==> src/rtl/simon_pkg.sv <==
// Shared Simon 128/256 constants, controller state encoding and round function helpers.
// Used by the round controller and the single-round datapath.
package simon_pkg;
  localparam int ROUNDS = 72;
  localparam int WORD   = 64;
  localparam int ADR_W  = 7;

  localparam logic [ADR_W-1:0] ADR_LAST = ADR_W'(ROUNDS - 1);
  localparam logic [ADR_W-1:0] ADR_ONE  = ADR_W'(1);

  localparam logic CTRL_ENC = 1'b0;
  localparam logic CTRL_DEC = 1'b1;

  typedef enum logic [4:0] {
    ST_IDLE     = 5'b00001,
    ST_WAIT_KEY = 5'b00010,
    ST_LOAD     = 5'b00100,
    ST_ROUND    = 5'b01000,
    ST_FINISH   = 5'b10000
  } state_t;

  function automatic logic [WORD-1:0] rotl1(input logic [WORD-1:0] v);
    return {v[WORD-2:0], v[WORD-1]};
  endfunction

  function automatic logic [WORD-1:0] rotl2(input logic [WORD-1:0] v);
    return {v[WORD-3:0], v[WORD-1:WORD-2]};
  endfunction

  function automatic logic [WORD-1:0] rotl8(input logic [WORD-1:0] v);
    return {v[WORD-9:0], v[WORD-1:WORD-8]};
  endfunction

  function automatic logic [WORD-1:0] simon_f(input logic [WORD-1:0] x);
    return (rotl1(x) & rotl8(x)) ^ rotl2(x);
  endfunction
endpackage

==> src/rtl/simon_round.sv <==
// One combinational Simon round: {x,y},k -> {y ^ f(x) ^ k, x}; zero latency, no flow control.
// Kept standalone so an unrolled datapath can instantiate it directly.
module simon_round
  import simon_pkg::*;
(
  input  logic [2*WORD-1:0] i_xy,
  input  logic [WORD-1:0]   i_key,
  output logic [2*WORD-1:0] o_xy
);
  logic [WORD-1:0] w_x;
  logic [WORD-1:0] w_y;

  assign w_x  = i_xy[2*WORD-1:WORD];
  assign w_y  = i_xy[WORD-1:0];
  assign o_xy = {w_y ^ simon_f(w_x) ^ i_key, w_x};
endmodule

==> src/rtl/simon_round_ctrl.sv <==
// Iterative Simon 128/256 block controller: accept -> done in 74 cycles plus any key wait.
// One block in flight; start is ignored while busy, no queuing.
module simon_round_ctrl
  import simon_pkg::*;
(
  input  logic              clk,
  input  logic              res_n,
  input  logic              start,
  input  logic              ctrl,
  input  logic              key_ready,
  input  logic [2*WORD-1:0] din,
  output logic [ADR_W-1:0]  key_rd_adr,
  input  logic [WORD-1:0]   key_rd_data,
  output logic              busy,
  output logic              done,
  output logic [2*WORD-1:0] dout
);
  state_t              r_state;
  state_t              w_next;
  logic                r_dec;
  logic [2*WORD-1:0]   r_xy;
  logic [ADR_W-1:0]    r_cnt;
  logic [ADR_W-1:0]    r_adr;
  logic                r_busy;
  logic                r_done;
  logic [2*WORD-1:0]   r_dout;
  logic [2*WORD-1:0]   w_xy_nxt;
  logic [ADR_W-1:0]    w_adr_step;
  logic                w_last;

  simon_round u_round (
    .i_xy  (r_xy),
    .i_key (key_rd_data),
    .o_xy  (w_xy_nxt)
  );

  assign w_last = (r_cnt == ADR_LAST);

  // Address saturates at the end of its walk so it never wraps outside the key table.
  always_comb begin
    w_adr_step = r_adr;
    if (r_dec) begin
      if (r_adr != '0) w_adr_step = r_adr - ADR_ONE;
    end else begin
      if (r_adr != ADR_LAST) w_adr_step = r_adr + ADR_ONE;
    end
  end

  always_ff @(posedge clk or negedge res_n) begin
    if (!res_n) r_state <= ST_IDLE;
    else        r_state <= w_next;
  end

  always_comb begin
    w_next = r_state;
    case (r_state)
      ST_IDLE:     if (start) w_next = key_ready ? ST_LOAD : ST_WAIT_KEY;
      ST_WAIT_KEY: if (key_ready) w_next = ST_LOAD;
      ST_LOAD:     w_next = ST_ROUND;
      ST_ROUND:    if (w_last) w_next = ST_FINISH;
      ST_FINISH:   w_next = ST_IDLE;
      default:     w_next = ST_IDLE;
    endcase
  end

  always_ff @(posedge clk or negedge res_n) begin
    if (!res_n) begin
      r_dec  <= 1'b0;
      r_xy   <= '0;
      r_cnt  <= '0;
      r_adr  <= '0;
      r_busy <= 1'b0;
      r_done <= 1'b0;
      r_dout <= '0;
    end else begin
      r_done <= 1'b0;
      case (r_state)
        ST_IDLE: begin
          // busy stays up through the done cycle and only drops here when no new start arrives
          r_busy <= start;
          if (start) begin
            r_dec <= (ctrl != CTRL_ENC);
            r_xy  <= (ctrl == CTRL_DEC) ? {din[WORD-1:0], din[2*WORD-1:WORD]} : din;
            r_adr <= (ctrl == CTRL_DEC) ? ADR_LAST : '0;
          end
        end
        ST_LOAD: begin
          r_adr <= w_adr_step;
          r_cnt <= '0;
        end
        ST_ROUND: begin
          r_xy  <= w_xy_nxt;
          r_adr <= w_adr_step;
          r_cnt <= r_cnt + ADR_ONE;
        end
        ST_FINISH: begin
          r_done <= 1'b1;
          r_dout <= r_dec ? {r_xy[WORD-1:0], r_xy[2*WORD-1:WORD]} : r_xy;
        end
        default: begin
          r_busy <= r_busy;
        end
      endcase
    end
  end

  assign key_rd_adr = r_adr;
  assign busy       = r_busy;
  assign done       = r_done;
  assign dout       = r_dout;
endmodule
==> config.mk <==
export PLATFORM = sky130hd
export DESIGN_NAME = simon_round_ctrl
export DESIGN_NICKNAME = d
export VERILOG_FILES = /design/src/rtl/simon_pkg.sv /design/src/rtl/simon_round.sv /design/src/rtl/simon_round_ctrl.sv
export SDC_FILE = /design/constraint.sdc
export NUM_CORES = 1
export LEC_CHECK = 0
export CORE_ASPECT_RATIO = 1.25
export CORE_MARGIN = 3
export CORE_UTILIZATION = 45
export CTS_CLUSTER_DIAMETER = 40
export DETAILED_ROUTE_END_ITERATION = 12
export PLACE_DENSITY_LB_ADDON = 0.08
export SLEW_MARGIN = 30
export SYNTH_ARGS = -nofsm -noshare
export SYNTH_HDL_FRONTEND = slang
export SYNTH_SLANG_ARGS = --single-unit
==> constraint.sdc <==
create_clock -name clk -period 2.5 [get_ports clk]
set_input_delay 0.75 -clock clk [delete_from_list [all_inputs] [get_ports clk]]
set_output_delay 0.75 -clock clk [all_outputs]
set_load 0.02 [all_outputs]
==> summary.md, run 1 <==
| Metric | Value |
|---|---|
| Result of the run | finished clean |
| Gate count after technology mapping | 1,860 |
| DRC Markers | 0 |
| Hold bufs inserted after CTS | 0 |
| Max-cap violation count | 0 |
| Power per unit of standard cell area | 1020 mW/mm2 |
| RSZ-0062 raised after global routing | no |
| Slew headroom | between 40% and 50% |
| Critical path buffer and inverter count | 1 |
| IR drop worst, VDD | 822 uV |
| Main flop type after synthesis | dfrtp_1 |
| Antenna diodes | 0 |
| Via count of the first global-routing pass | 13,681 |
| Detailed Route WL | 46,500 um |
| Synthesized area divided by synthesized cell count | 8.86 um2 |
| Wire length of the first global-routing pass | between 70,000 and 80,000 um |
| Initial antenna violation count | 0 |
| Async SR Flop Fraction | 100% |
| Combinational fraction of design power | between 30% and 40% |
| Post-layout minimum cycle time | around 2.4 ns |
| Library cell used as clock root buffer | clkbuf_16 |
| Deepest level of the CTS H-tree | 2 |
| Crit-path slowest cell | clkdlybuf4s50_1 |
| Kind of cell adding the most delay to the critical path | buffers and inverters |
| Data required time of the worst path | 1.75 ns |
| Top fanout value on the critical path | 6 |
| Post-CTS Setup Inserts | 0 |
| Yosys warns | 0 |
| Initial DRT Pass Iterations | 6 |
| Residual antenna-violating net count after detailed routing | 0 |
| Number of buffers added by the clock tree synthesis step | 40 |
| Data arrival time of the critical path | 1.62 ns |
| Fraction of layout instances using a drive strength above 1 | under 10% |
| Register-to-register path setup slack | roughly 0.45 ns |
| Final core utilization | 60.5% |
| Count of vias placed by the detailed router | approximately 14,000 |
| Power share of the sequential group | 34.9% |
| Share of the clock period used by the worst path after layout | 94.8% |
| Area enclosed by the die boundary | 0.0390 mm2 |
| Sum of negative setup slack | 0 ns |
| Category of the most critical setup path | reg2out |
| Number of stages on the worst setup path | 1 |
| Leak pwr | ~9.5 nW |
| Area inside the core boundary | between 0.03 and 0.04 mm2 |
| Die W | 177 um |
| Cell internal pwr | 13.8 mW |
| Longest Clk Path Bufs | 3 |
| TritonCTS sink count | 278 |
| Peak per-stage delay on the critical path | 0.64 ns |
| Final setup violation count | 0 |
| Switching part of the total | roughly 38% |
| Cell row count | 77 |
| Pin count of the biggest net entering global routing | 114 |
| Post-synth EDFFs | 0 |
| Max-slew violations | 0 |
| Number of hold violations in the final report | 0 |
| Global-route total usage across every layer | a little under a quarter |
| Synthesized netlist net count | 2,064 |
| Reg clk slew, reported paths | ~0.060 ns |
| Last weighted congestion value of the routability-driven placer | 0.830 |
| FF+latch count, synth | 278 |
| Num ports | around 330 |
| Number of port buffers | 333 |
| Worst min-delay path class | in2async |
| Starting density of the core | 46.1% |
| Clock tree from TritonCTS | built |
| Worst-skew pair later-pin latency | 0.53 ns |
| Number of DRC markers in iteration 0 | between 700 and 800 |
| Series of cell instances along the critical path | clkdlybuf4s50_1 |
| Critical Path End Type | output pin |
| Worst Max-Slew Pin Slew | 0.839 ns |
| Share of synthesized area occupied by flip-flops and latches | 42.2% |
| Routed vias/inst | about 5.2 |
| Gates resized, CTS repair | 0 |
| Overflow left after global routing | 0 |
| Area growth syn-to-layout | 31.3% |
| Synthesized area | 0.0165 mm2 |
| Detail Placement HPWL | 34,400 um |
| CP Launch Type | register |
| Net total in the final layout | between 2,000 and 2,500 |
| Worst Reg-to-Reg Cells | 6 |
| Net Sw Power | 8.37 mW |
| Clock network fraction of total power | 26.7% |
| Unique cell type count in the Yosys netlist | 49 |
| Die span in y | 220 um |
| Clock skew | around 0.019 ns |
| Routed wire length per instance | 17.8 um |
| Fmax | roughly 420 MHz |
==> flip-flops by register name (all words and copies together), names as in the netlist <==
name / count
busy: 1
done: 1
dout: 128
key_rd_adr: 7
r_cnt: 7
r_dec: 1
r_state: 5
r_xy: 128
==> cell usage in the layout (no fill, tap or decap), types with 5 or more instances in the layout <==
master	instances
nand2_1	338
clkdlybuf4s50_1	331
dfrtp_1	276
mux2i_1	257
xnor2_1	196
nor2_1	139
o21ai_0	138
o21ai_1	135
a21oi_1	131
clkbuf_16	41
buf_12	27
buf_4	21
inv_6	7
nand3_1	6
ha_1	6
bufinv_16	6
clkbuf_1	5
==> stage by stage <==
step | cells | hold WS, ns | instance area, um2 | power, mW | worst slack [ns]
global placement | 2533 | 0.464 | 20200 | 16.1 | 0.186
CTS | 2604 | 0.0938 | 21600 | 22.3 | 0.102
detailed placement | 2533 | 0.471 | 20200 | 16.3 | 0.164
global route | 2604 | 0.109 | 21600 | 23.6 | 0.0791
finish | 2604 | 0.105 | 21600 | 22.1 | 0.131
floorplan | 1860 | 0.445 | 16500 | 14.0 | 0.573
==> cell families after synthesis <==
logic type      count (synthesis)  share of synthesized area (%)
fa+ha+maj                       7                          0.577
buf+inv                       187                           5.51
xor+xnor                      197                           10.5
flops                         278                           42.2
compound gates                419                           13.2
mux                           258                           15.7
simple gates                  514                           12.3
==> synth_stat cells, drive strengths merged (2+ instances only) <==
cell | instances | area share, %
nand2 | 339 | 7.7
dfrtp | 277 | 42
o21ai | 274 | 8.3
mux2i | 257 | 16
xnor2 | 196 | 10
nor2 | 141 | 3.2
a21oi | 132 | 4.0
clkbuf | 94 | 2.1
buf | 88 | 3.3
nand3 | 8 | 0.27
ha | 6 | 0.46
and3 | 5 | 0.19
inv | 5 | 0.11
and2 | 3 | 0.11
nand2b | 3 | 0.11
nand4 | 3 | 0.11
nor2b | 3 | 0.11
nor3 | 3 | 0.12
a22o | 2 | 0.11
a31oi | 2 | 0.076
nand3b | 2 | 0.11
==> path summary, 6_finish.rpt <==
check,startpoint,endpoint
max in group asynchronous,res_n,r_xy[66]$_DFFE_PN0P_
max reg2reg,r_dec$_DFFE_PN0P_,key_rd_adr[6]$_DFFE_PN0P_
min,res_n,key_rd_adr[1]$_DFFE_PN0P_
min in group clk,dout[54]$_DFFE_PN0P_,dout[54]$_DFFE_PN0P_
min reg2reg,dout[54]$_DFFE_PN0P_,dout[54]$_DFFE_PN0P_
max,key_rd_adr[6]$_DFFE_PN0P_,key_rd_adr[6]
==> area by class of cell <==
class / count / area [um2]
fillers: 3103 / 14100
repair buffers: 381 / 4040
multi-input cells: 1395 / 8640
well taps: 474 / 593
flip-flops and latches: 278 / 6960
inverters: 5 / 18.8
clock inverters: 23 / 313
clock buffers: 48 / 1070
==> power by group through the flow <==
stage | combinational, mW | sequential [mW] | clock (mW)
2_1_floorplan | 7.68 | 6.35 | 0
3_3_place_gp | 8.32 | 7.74 | 0
3_5_place_dp | 8.53 | 7.79 | 0
4_1_cts | 8.59 | 7.72 | 6.01
5_1_grt | 9.46 | 7.93 | 6.20
6_report | 8.50 | 7.73 | 5.90
==> layer usage <==
| metal | vias to the layer above | track usage (%) | wire [um] |
|---|---|---|---|
| met5 | - | 0 | 0 |
| met4 | 0 | 7.18 | 1250 |
| met3 | 66 | 3.50 | 2150 |
| met2 | 341 | 41.9 | 23500 |
| met1 | 6411 | 29.7 | 19500 |
| li1 | 6722 | - | - |
Power figures use the tool's default switching activity.
==> run 2, diff against run 1 <==
- CORE_UTILIZATION: 45 -> 50
==> run 2 against run 1 <==
First-iteration DRC count grew 9.4%. Sequential share of layout area is 0.18 points higher. Register-to-register slack got worse by 0.04 ns. Critical path depth is the same. Maximum frequency about the same. Non-clock buffer count shrank 1. Critical endpoint unchanged. Largest power group unchanged.
==> summary.md, run 2 (synthesis results as in run 1) <==
| Metric | Value |
|---|---|
| Max-cap violation count | 0 |
| CP Launch Type | register |
| Critical path buffer and inverter count | 1 |
| Pin count of the biggest net entering global routing | 130 |
| Net total in the final layout | 2,304 |
| Post-layout minimum cycle time | about 2.4 ns |
| Global-route total usage across every layer | 25.8% |
| Crit-path slowest cell | clkdlybuf4s50_1 |
| Sum of negative setup slack | 0 ns |
| Slew headroom | between 30% and 40% |
| Share of the clock period used by the worst path after layout | 94.8% |
| Residual antenna-violating net count after detailed routing | 0 |
| Post-CTS Setup Inserts | 0 |
| Series of cell instances along the critical path | clkdlybuf4s50_1 |
| Fraction of layout instances using a drive strength above 1 | between 6 and 7% |
| Count of vias placed by the detailed router | between 10,000 and 15,000 |
| Area inside the core boundary | approximately 0.032 mm2 |
| Cell row count | 73 |
| Clock tree from TritonCTS | built |
| Antenna diodes | 0 |
| Number of buffers added by the clock tree synthesis step | 40 |
| Number of DRC markers in iteration 0 | 841 |
| Data arrival time of the critical path | 1.62 ns |
| Hold bufs inserted after CTS | 0 |
| Last weighted congestion value of the routability-driven placer | around 0.86 |
| Number of port buffers | 333 |
| Leak pwr | around 9.5 nW |
| Reg clk slew, reported paths | 0.05 ns |
| DRC Markers | 0 |
| Die W | 168 um |
| Die span in y | about 210 um |
| Critical Path End Type | output pin |
| Initial DRT Pass Iterations | 5 |
| Worst Reg-to-Reg Cells | 6 |
| RSZ-0062 raised after global routing | no |
| Library cell used as clock root buffer | clkbuf_16 |
| TritonCTS sink count | 278 |
| Starting density of the core | 51.2% |
| Number of hold violations in the final report | 0 |
| Most common cell after layout, fill and taps aside | nand2_1 |
| Number of stages on the worst setup path | 1 |
| Tightest hold margin | ~0.13 ns |
| Area growth syn-to-layout | 30.5% |
| Via count of the first global-routing pass | 13,671 |
| Register-to-register path setup slack | 0.41 ns |
| Final setup violation count | 0 |
| Overflow left after global routing | 0 |
| Detailed Route WL | 46,000 um |
| Worst flop-to-flop path endpoint | key_rd_adr[6]$_DFFE_PN0P_ |
| Worst min-delay path class | in2async |
| Category of the most critical setup path | reg2out |
| Kind of cell adding the most delay to the critical path | buffers and inverters |
| Gates resized, CTS repair | 0 |
| Startpoint of the lowest-slack register-to-register path | r_dec$_DFFE_PN0P_ |
| Highest-count cells in the layout ignoring fill and taps | nand2_1 (338), clkdlybuf4s50_1 (331), dfrtp_1 (276) |
| Power per unit of standard cell area | 1030 mW/mm2 |
| Worst Max-Slew Pin Slew | 1.00 ns |
| Routed vias/inst | 5.38 |
| Initial antenna violation count | 0 |
| Wire length of the first global-routing pass | around 74,000 um |
| Area enclosed by the die boundary | 0.0352 mm2 |
| IR drop worst, VDD | 1180 uV |
| Top fanout value on the critical path | 6 |
| Max-slew violations | 0 |
| Longest Clk Path Bufs | 3 |
| Clock skew | 0.0154 ns |
| Detail Placement HPWL | 33,200 um |
| Fmax | 422 MHz |
| Num ports | 334 |
| Worst-skew pair later-pin latency | 0.54 ns |
| Peak per-stage delay on the critical path | 0.64 ns |
| Result of the run | finished clean |
| Routed wire length per instance | 18.1 um |
| Deepest level of the CTS H-tree | 2 |
| Data required time of the worst path | 1.75 ns |
run 2: final cells by class:
type | instances | area (um2)
multi-input cells | 1395 | 8640
clock inverters | 21 | 270
inverters | 5 | 18.8
fillers | 2663 | 10600
clock buffers | 51 | 1100
well taps | 412 | 515
repair buffers | 380 | 4010
flip-flops and latches | 278 | 6960
run 2: where the power goes:
part / internal, mW / switching (mW) / total, mW
Clock: 3.66 / 2.16 / 5.83
Combinational: 4.43 / 4.10 / 8.53
Sequential: 5.60 / 2.15 / 7.74
run 2: how the worst max path moves through the flow:
stage | startpoint | endpoint | slack [ns]
2_1_floorplan | key_rd_adr[3]$_DFFE_PN0P_ | key_rd_adr[6]$_DFFE_PN0P_ | 0.57
3_3_place_gp | start | r_xy[90]$_DFFE_PN0P_ | 0.16
3_5_place_dp | start | r_xy[101]$_DFFE_PN0P_ | 0.09
4_1_cts | key_rd_adr[3]$_DFFE_PN0P_ | key_rd_adr[3] | 0.11
5_1_grt | key_rd_adr[6]$_DFFE_PN0P_ | key_rd_adr[6] | 0.07
6_report | key_rd_adr[6]$_DFFE_PN0P_ | key_rd_adr[6] | 0.13
run 2: layer usage:
metal	share of wire, %	vias to the layer above	global-route usage (%)
met1	43	6490	33.9
li1	-	6713	-
met4	2.9	0	8.16
met2	50	391	44.3
met5	0	-	0
met3	4.6	76	3.39
run 2: stage by stage:
step	util [%]	power [mW]	cell area, um2	instances	setup WS (ns)
global placement	62.6	16.0	20100	2470	0.157
CTS	66.9	22.2	21500	2542	0.106
floorplan	-	14.0	16500	1860	0.573
finish	66.9	22.1	21500	2542	0.130
detailed placement	62.6	16.3	20100	2470	0.0937
global route	66.9	23.5	21500	2542	0.0664
